### config.mk
export PLATFORM = sky130hd
export DESIGN_NAME = alu_sequencer_flat
export DESIGN_NICKNAME = d
export VERILOG_FILES = /design/src/rtl/alu_sequencer_if.sv /design/src/rtl/alu_sequencer.sv /design/src/flat_wrapper.sv
export SDC_FILE = /design/constraint.sdc
export NUM_CORES = 1
export LEC_CHECK = 0
export BUFFER_PORTS_ARGS = -buffer_cell sky130_fd_sc_hd__buf_2
export CAP_MARGIN = 20
export CORE_UTILIZATION = 35
export DETAILED_ROUTE_END_ITERATION = 12
export PLACE_DENSITY = 0.67
export RECOVER_POWER = 50
export SKIP_LAST_GASP = 1
export SYNTH_ARGS = -nofsm -noshare
export SYNTH_HDL_FRONTEND = slang
export SYNTH_SLANG_ARGS = --single-unit
### constraint.sdc
create_clock -name clk -period 15 [get_ports clk]
set_input_delay 3.75 -clock clk [delete_from_list [all_inputs] [get_ports clk]]
set_output_delay 3.75 -clock clk [all_outputs]
set_load 0.005 [all_outputs]
### src/rtl/alu_sequencer_if.sv
// Bus between the control unit, the alu_sequencer and the 32-bit alu.
// The slave side is the sequencer; the master side is whatever drives requests and hosts the alu.
interface alu_sequencer_if #(
    parameter int BITS      = 32,
    parameter int SIG_COUNT = 12
);
    logic                   start;
    logic [3:0]             op;
    logic [BITS-1:0]        a_in;
    logic [BITS-1:0]        b_in;
    logic [2*BITS-1:0]      alu_result;
    logic [SIG_COUNT-1:0]   alu_ctrl;
    logic [BITS-1:0]        alu_x;
    logic [BITS-1:0]        alu_y;
    logic [BITS-1:0]        z_hi;
    logic [BITS-1:0]        z_lo;
    logic [BITS-1:0]        rz_out;
    logic                   rz_we;
    logic                   lo_we;
    logic                   hi_we;
    logic                   busy;
    logic                   done;
    logic                   err;

    modport slave (
        input  start, op, a_in, b_in, alu_result,
        output alu_ctrl, alu_x, alu_y, z_hi, z_lo, rz_out,
               rz_we, lo_we, hi_we, busy, done, err
    );

    modport master (
        output start, op, a_in, b_in, alu_result,
        input  alu_ctrl, alu_x, alu_y, z_hi, z_lo, rz_out,
               rz_we, lo_we, hi_we, busy, done, err
    );
endinterface

### src/rtl/alu_sequencer.sv
// Multi-cycle sequencer in front of the alu: latches operands, drives the one-hot
// control for one or more EXEC cycles, captures the 64-bit Z result and strobes writeback.
module alu_sequencer #(
    parameter int BITS        = 32,
    parameter int SIG_COUNT   = 12,
    parameter int MULDIV_WAIT = 2
) (
    input  logic               clk,
    input  logic               clr,
    alu_sequencer_if.slave     bus
);
    typedef enum logic [2:0] {
        IDLE  = 3'd0,
        EXEC  = 3'd1,
        WB_LO = 3'd2,
        WB_HI = 3'd3,
        ERR   = 3'd4
    } state_t;

    localparam int CNT_W = (MULDIV_WAIT < 1) ? 1 : $clog2(MULDIV_WAIT + 1);
    localparam logic [CNT_W-1:0] WAIT_LAST = CNT_W'(MULDIV_WAIT);
    localparam logic [3:0] OP_MUL  = 4'd2;
    localparam logic [3:0] OP_DIV  = 4'd3;
    localparam logic [3:0] OP_LAST = 4'd11;

    state_t              state;
    state_t              state_nxt;
    logic [3:0]          op_reg;
    logic [BITS-1:0]     x_reg;
    logic [BITS-1:0]     y_reg;
    logic [BITS-1:0]     z_hi_reg;
    logic [BITS-1:0]     z_lo_reg;
    logic [CNT_W-1:0]    wait_cnt;
    logic                is_muldiv;
    logic                exec_final;

    function automatic logic [SIG_COUNT-1:0] onehot(input logic [3:0] code);
        logic [SIG_COUNT-1:0] vec;
        vec = '0;
        for (int i = 0; i < SIG_COUNT; i++) begin
            vec[i] = (int'(code) == i);
        end
        return vec;
    endfunction

    assign is_muldiv  = (op_reg == OP_MUL) || (op_reg == OP_DIV);
    // Single-word ops finish EXEC at once; MUL/DIV stay until the counter reaches MULDIV_WAIT.
    assign exec_final = !is_muldiv || (wait_cnt == WAIT_LAST);

    always_ff @(posedge clk or posedge clr) begin
        if (clr) begin
            state <= IDLE;
        end else begin
            state <= state_nxt;
        end
    end

    always_ff @(posedge clk or posedge clr) begin
        if (clr) begin
            wait_cnt <= '0;
        end else if (state == EXEC && !exec_final) begin
            wait_cnt <= wait_cnt + 1'b1;
        end else begin
            wait_cnt <= '0;
        end
    end

    always_ff @(posedge clk or posedge clr) begin
        if (clr) begin
            op_reg <= '0;
            x_reg  <= '0;
            y_reg  <= '0;
        end else if (state == IDLE && bus.start) begin
            op_reg <= bus.op;
            x_reg  <= bus.a_in;
            y_reg  <= bus.b_in;
        end
    end

    always_ff @(posedge clk or posedge clr) begin
        if (clr) begin
            z_hi_reg <= '0;
            z_lo_reg <= '0;
        end else if (state == EXEC && exec_final) begin
            z_hi_reg <= bus.alu_result[2*BITS-1:BITS];
            z_lo_reg <= bus.alu_result[BITS-1:0];
        end
    end

    // Strobes are decoded from state only, so an asynchronous clear drops them at once.
    always_comb begin
        state_nxt    = state;
        bus.alu_ctrl = '0;
        bus.rz_we    = 1'b0;
        bus.lo_we    = 1'b0;
        bus.hi_we    = 1'b0;
        bus.done     = 1'b0;
        bus.err      = 1'b0;
        bus.busy     = 1'b1;
        case (state)
            IDLE: begin
                bus.busy = 1'b0;
                if (bus.start) begin
                    state_nxt = (bus.op > OP_LAST) ? ERR : EXEC;
                end
            end
            EXEC: begin
                bus.alu_ctrl = onehot(op_reg);
                if (exec_final) begin
                    state_nxt = WB_LO;
                end
            end
            WB_LO: begin
                if (is_muldiv) begin
                    bus.lo_we = 1'b1;
                    state_nxt = WB_HI;
                end else begin
                    bus.rz_we = 1'b1;
                    bus.done  = 1'b1;
                    state_nxt = IDLE;
                end
            end
            WB_HI: begin
                bus.hi_we = 1'b1;
                bus.done  = 1'b1;
                state_nxt = IDLE;
            end
            ERR: begin
                bus.err   = 1'b1;
                bus.done  = 1'b1;
                state_nxt = IDLE;
            end
            default: begin
                bus.busy  = 1'b0;
                state_nxt = IDLE;
            end
        endcase
    end

    assign bus.alu_x  = x_reg;
    assign bus.alu_y  = y_reg;
    assign bus.z_hi   = z_hi_reg;
    assign bus.z_lo   = z_lo_reg;
    assign bus.rz_out = z_lo_reg;
endmodule

### src/flat_wrapper.sv
// flat-port wrapper written by rule: the top's interface ports become plain ports
module alu_sequencer_flat 
#(
    parameter int BITS        = 32,
    parameter int SIG_COUNT   = 12,
    parameter int MULDIV_WAIT = 2
)
  (clk, clr, bus_start, bus_op, bus_a_in, bus_b_in, bus_alu_result, bus_alu_ctrl, bus_alu_x, bus_alu_y, bus_z_hi, bus_z_lo, bus_rz_out, bus_rz_we, bus_lo_we, bus_hi_we, bus_busy, bus_done, bus_err);
  alu_sequencer_if #(.BITS(BITS), .SIG_COUNT(SIG_COUNT)) bus_i ();
  input  logic clk;
  input  logic clr;
  input wire logic [$bits(bus_i.start)-1:0] bus_start;
  input wire logic [$bits(bus_i.op)-1:0] bus_op;
  input wire logic [$bits(bus_i.a_in)-1:0] bus_a_in;
  input wire logic [$bits(bus_i.b_in)-1:0] bus_b_in;
  input wire logic [$bits(bus_i.alu_result)-1:0] bus_alu_result;
  output wire logic [$bits(bus_i.alu_ctrl)-1:0] bus_alu_ctrl;
  output wire logic [$bits(bus_i.alu_x)-1:0] bus_alu_x;
  output wire logic [$bits(bus_i.alu_y)-1:0] bus_alu_y;
  output wire logic [$bits(bus_i.z_hi)-1:0] bus_z_hi;
  output wire logic [$bits(bus_i.z_lo)-1:0] bus_z_lo;
  output wire logic [$bits(bus_i.rz_out)-1:0] bus_rz_out;
  output wire logic [$bits(bus_i.rz_we)-1:0] bus_rz_we;
  output wire logic [$bits(bus_i.lo_we)-1:0] bus_lo_we;
  output wire logic [$bits(bus_i.hi_we)-1:0] bus_hi_we;
  output wire logic [$bits(bus_i.busy)-1:0] bus_busy;
  output wire logic [$bits(bus_i.done)-1:0] bus_done;
  output wire logic [$bits(bus_i.err)-1:0] bus_err;
  assign bus_i.start = bus_start;
  assign bus_i.op = bus_op;
  assign bus_i.a_in = bus_a_in;
  assign bus_i.b_in = bus_b_in;
  assign bus_i.alu_result = bus_alu_result;
  assign bus_alu_ctrl = bus_i.alu_ctrl;
  assign bus_alu_x = bus_i.alu_x;
  assign bus_alu_y = bus_i.alu_y;
  assign bus_z_hi = bus_i.z_hi;
  assign bus_z_lo = bus_i.z_lo;
  assign bus_rz_out = bus_i.rz_out;
  assign bus_rz_we = bus_i.rz_we;
  assign bus_lo_we = bus_i.lo_we;
  assign bus_hi_we = bus_i.hi_we;
  assign bus_busy = bus_i.busy;
  assign bus_done = bus_i.done;
  assign bus_err = bus_i.err;
  alu_sequencer #(.BITS(BITS), .SIG_COUNT(SIG_COUNT), .MULDIV_WAIT(MULDIV_WAIT)) u_core (.clk(clk), .clr(clr), .bus(bus_i));
endmodule
==> metrics <==
WL per Instance=14.60 um; Tmin final=6.726 ns; WL met2=6333 um; setup repair bufs after CTS=0; Setup TNS=0 ns; Worst-path clk slew=0.06 ns; Psw=0.0005382 W; crit end category=flop; Crit. Startpoint=bus_start; post-DP HPWL=9398 um; Rel. slew slack=-136.7%; critical path class=in2reg; final WL=12800 um; ANT cells=0; Sequential Power Share=39.4%; setup violators final=0; Startpoint Class=input pin; post-route setup slack=8.274 ns; Site Rows=45; Vias=3946; top cell family by delay on the critical path=buffers and inverters; worst min-delay path class=reg2reg; Ys Warns=0; Clk network pwr share=24.5%; Yosys top cell area share=60.94%; initial antenna violation count=0; R2R setup slack=10.88 ns; dpl ws=9.669 ns; Global Route Usage Sum=15.38%; Mapped Cells=370; Bufs and invs on worst path=2; Synth Register Bits=137; Synth Net Count=506; Post-synth EDFFs=0; sw frac=31.41%; Starting Density=36.46%; first-pass GRT wire length=19580 um; met1 wire length=4946 um; Final Hold Vio Count=0; Crit Path Max Fanout=69; num ports=313; Die Width=128.8 um; syn avg cell area=15.20 sq um; period utilization=44.84%; CP required=15.28 ns; Area growth, synth to finish=35.01%; Crit Reg-Reg Startpoint=u_core.state[0]; reg2reg end=u_core.bus.alu_y[17]; Max-Cap Viols=2; outcome=complete, but fails checks; combinational fraction of design power=36.2%; Synth Cell Area=5625 sq um; Synth cell types=29; synth top area cells=dfrtp_1 61%, mux2_2 24%, buf_4 5.1%; largest net degree at the start of global routing=78; Worst-Margin Slew=3.551 ns; CTS Sinks=137; Pins Over Slew Limit=132; Post-route DRC=0; Detailed Routing Iterations Pass 1=4; critical path data arrival time=7.00 ns; vias per cell=4.499; Min-Delay Startpoint=u_core.wait_cnt[0]; CTS Buffer Depth=2; violated checks=max-capacitance violations, max-slew violations; clock skew=0.006770 ns; Overall Power=0.001714 W; Layout Nets=789; GPL Wtd Cong=0.7602; Int Pwr=0.001175 W; depth of the CTS H-tree=4; top sig layer=met4; vias in the first global route=3991; ys flop type=dfrtp_1; drt initial violations=69; leakage=3.626 nW; Core Footprint=15430 sq um; Skew-Pair Late Insertion Delay=0.41 ns; hold buffers post-CTS=0; RSZ-0062 raised after global routing=false; post-synth top area cell=dfrtp_1; CP endpoint=u_core.bus.alu_y[17]; clk root buf=clkbuf_16; wire length on met3=1318 um; ANT nets after route=0; Peak VDD IR=0.1101 mV; Fmax=148.7 MHz; DIE HEIGHT=128.8 um; pwr dens=225.6 nW/um^2; WP depth=4; worst stage delay on the critical path=2.48 ns; Worst Reg-to-Reg Cells=4; die area=16580 sq um; IO Port Bufs=312; share of cells above drive strength 1=63.66%; CTS tree=yes; Post-synth ARST share=100.0%; Worst Hold Slack=0.4278 ns; TritonCTS Buffers=17; CP max stage cell=clkbuf_1; post_cts resized=0; total overflow reported by the global router=0; post-synthesis sequential area ratio=60.94%; crit-path cells=buf_2 > and2_2 > clkbuf_1 > mux2_2
[worst min-delay path by stage]
stage	end	slack (ns)	depth (start not counted)
floorplan	u_core.wait_cnt[0]	0.40	1
global placement	u_core.wait_cnt[0]	0.42	1
detailed placement	u_core.wait_cnt[0]	0.43	1
CTS	u_core.wait_cnt[0]	0.44	1
global route	u_core.wait_cnt[0]	0.47	1
finish	u_core.wait_cnt[0]	0.43	1
[synth_stat cells (2+ instances only)]
| master | count |
|---|---|
| and2_1 | 2 |
| buf_2 | 3 |
| buf_4 | 38 |
| buf_6 | 8 |
| dfrtp_1 | 137 |
| inv_1 | 3 |
| mux2_1 | 11 |
| mux2_2 | 121 |
| nand2_1 | 3 |
| nand2b_1 | 3 |
| nand3b_1 | 2 |
| nor2_1 | 13 |
| nor3_1 | 7 |
| nor3b_1 | 3 |
| or3_1 | 2 |
[final cells by class]
| class | count | area (sq um) |
|---|---|---|
| well taps | 211 | 264.0 |
| repair buffers | 314 | 1514 |
| inverters | 3 | 12.51 |
| clock inverters | 14 | 160.2 |
| multi-input cells | 180 | 1777 |
| fillers | 1453 | 7833 |
| flip-flops and latches | 137 | 3428 |
| clock buffers | 18 | 439.2 |
[cells in the final DEF, fill, tap and decap left out, types with 2 or more instances in the layout]
cell type	count
clkinvlp_4	3
clkbuf_16	17
dfrtp_1	137
nor2_1	13
clkbuf_1	48
nor3b_1	3
buf_2	265
mux2_1	11
or3_1	2
bufinv_16	2
nand2b_1	3
nand2_1	3
inv_6	6
inv_1	2
mux2_2	121
nor3_1	7
nand3b_1	2
[power by group through the flow]
stage          logic [W]  registers (W)  clock network, W
3_3_place_gp    0.000632       0.000665                 0
3_5_place_dp    0.000643       0.000677                 0
4_1_cts         0.000642       0.000676          0.000433
5_1_grt         0.000685       0.000699          0.000449
6_report        0.000620       0.000674          0.000420
2_1_floorplan   0.000410       0.000679                 0
[per-layer routing]
layer / vias to the layer above / GRT usage [%]
met2: 208 / 25.95
met5: - / 0
met3: 15 / 6.528
li1: 1824 / -
met4: 0 / 7.266
met1: 1899 / 16.72
[logic make-up after synthesis]
family | after synthesis | synth area share (%)
adder cells (fa/ha/maj) | 1 | 0.2224
flip-flops | 137 | 60.94
AND/OR/NAND/NOR | 42 | 4.582
buffers and inverters | 53 | 7.228
AO/OA/AOI/OAI | 4 | 0.4448
XOR/XNOR | 1 | 0.1557
multiplexers | 132 | 26.42
[through the flow]
stage                     instance area [sq um]  util, %  cells
after floorplan                            5625        -    370
after global placement                     7077    45.87    845
after detailed placement                   7077    45.87    845
after CTS                                  7676    49.76    877
after global routing                       7595    49.23    877
final                                      7595    49.23    877
(Power assumes the default switching activity.)
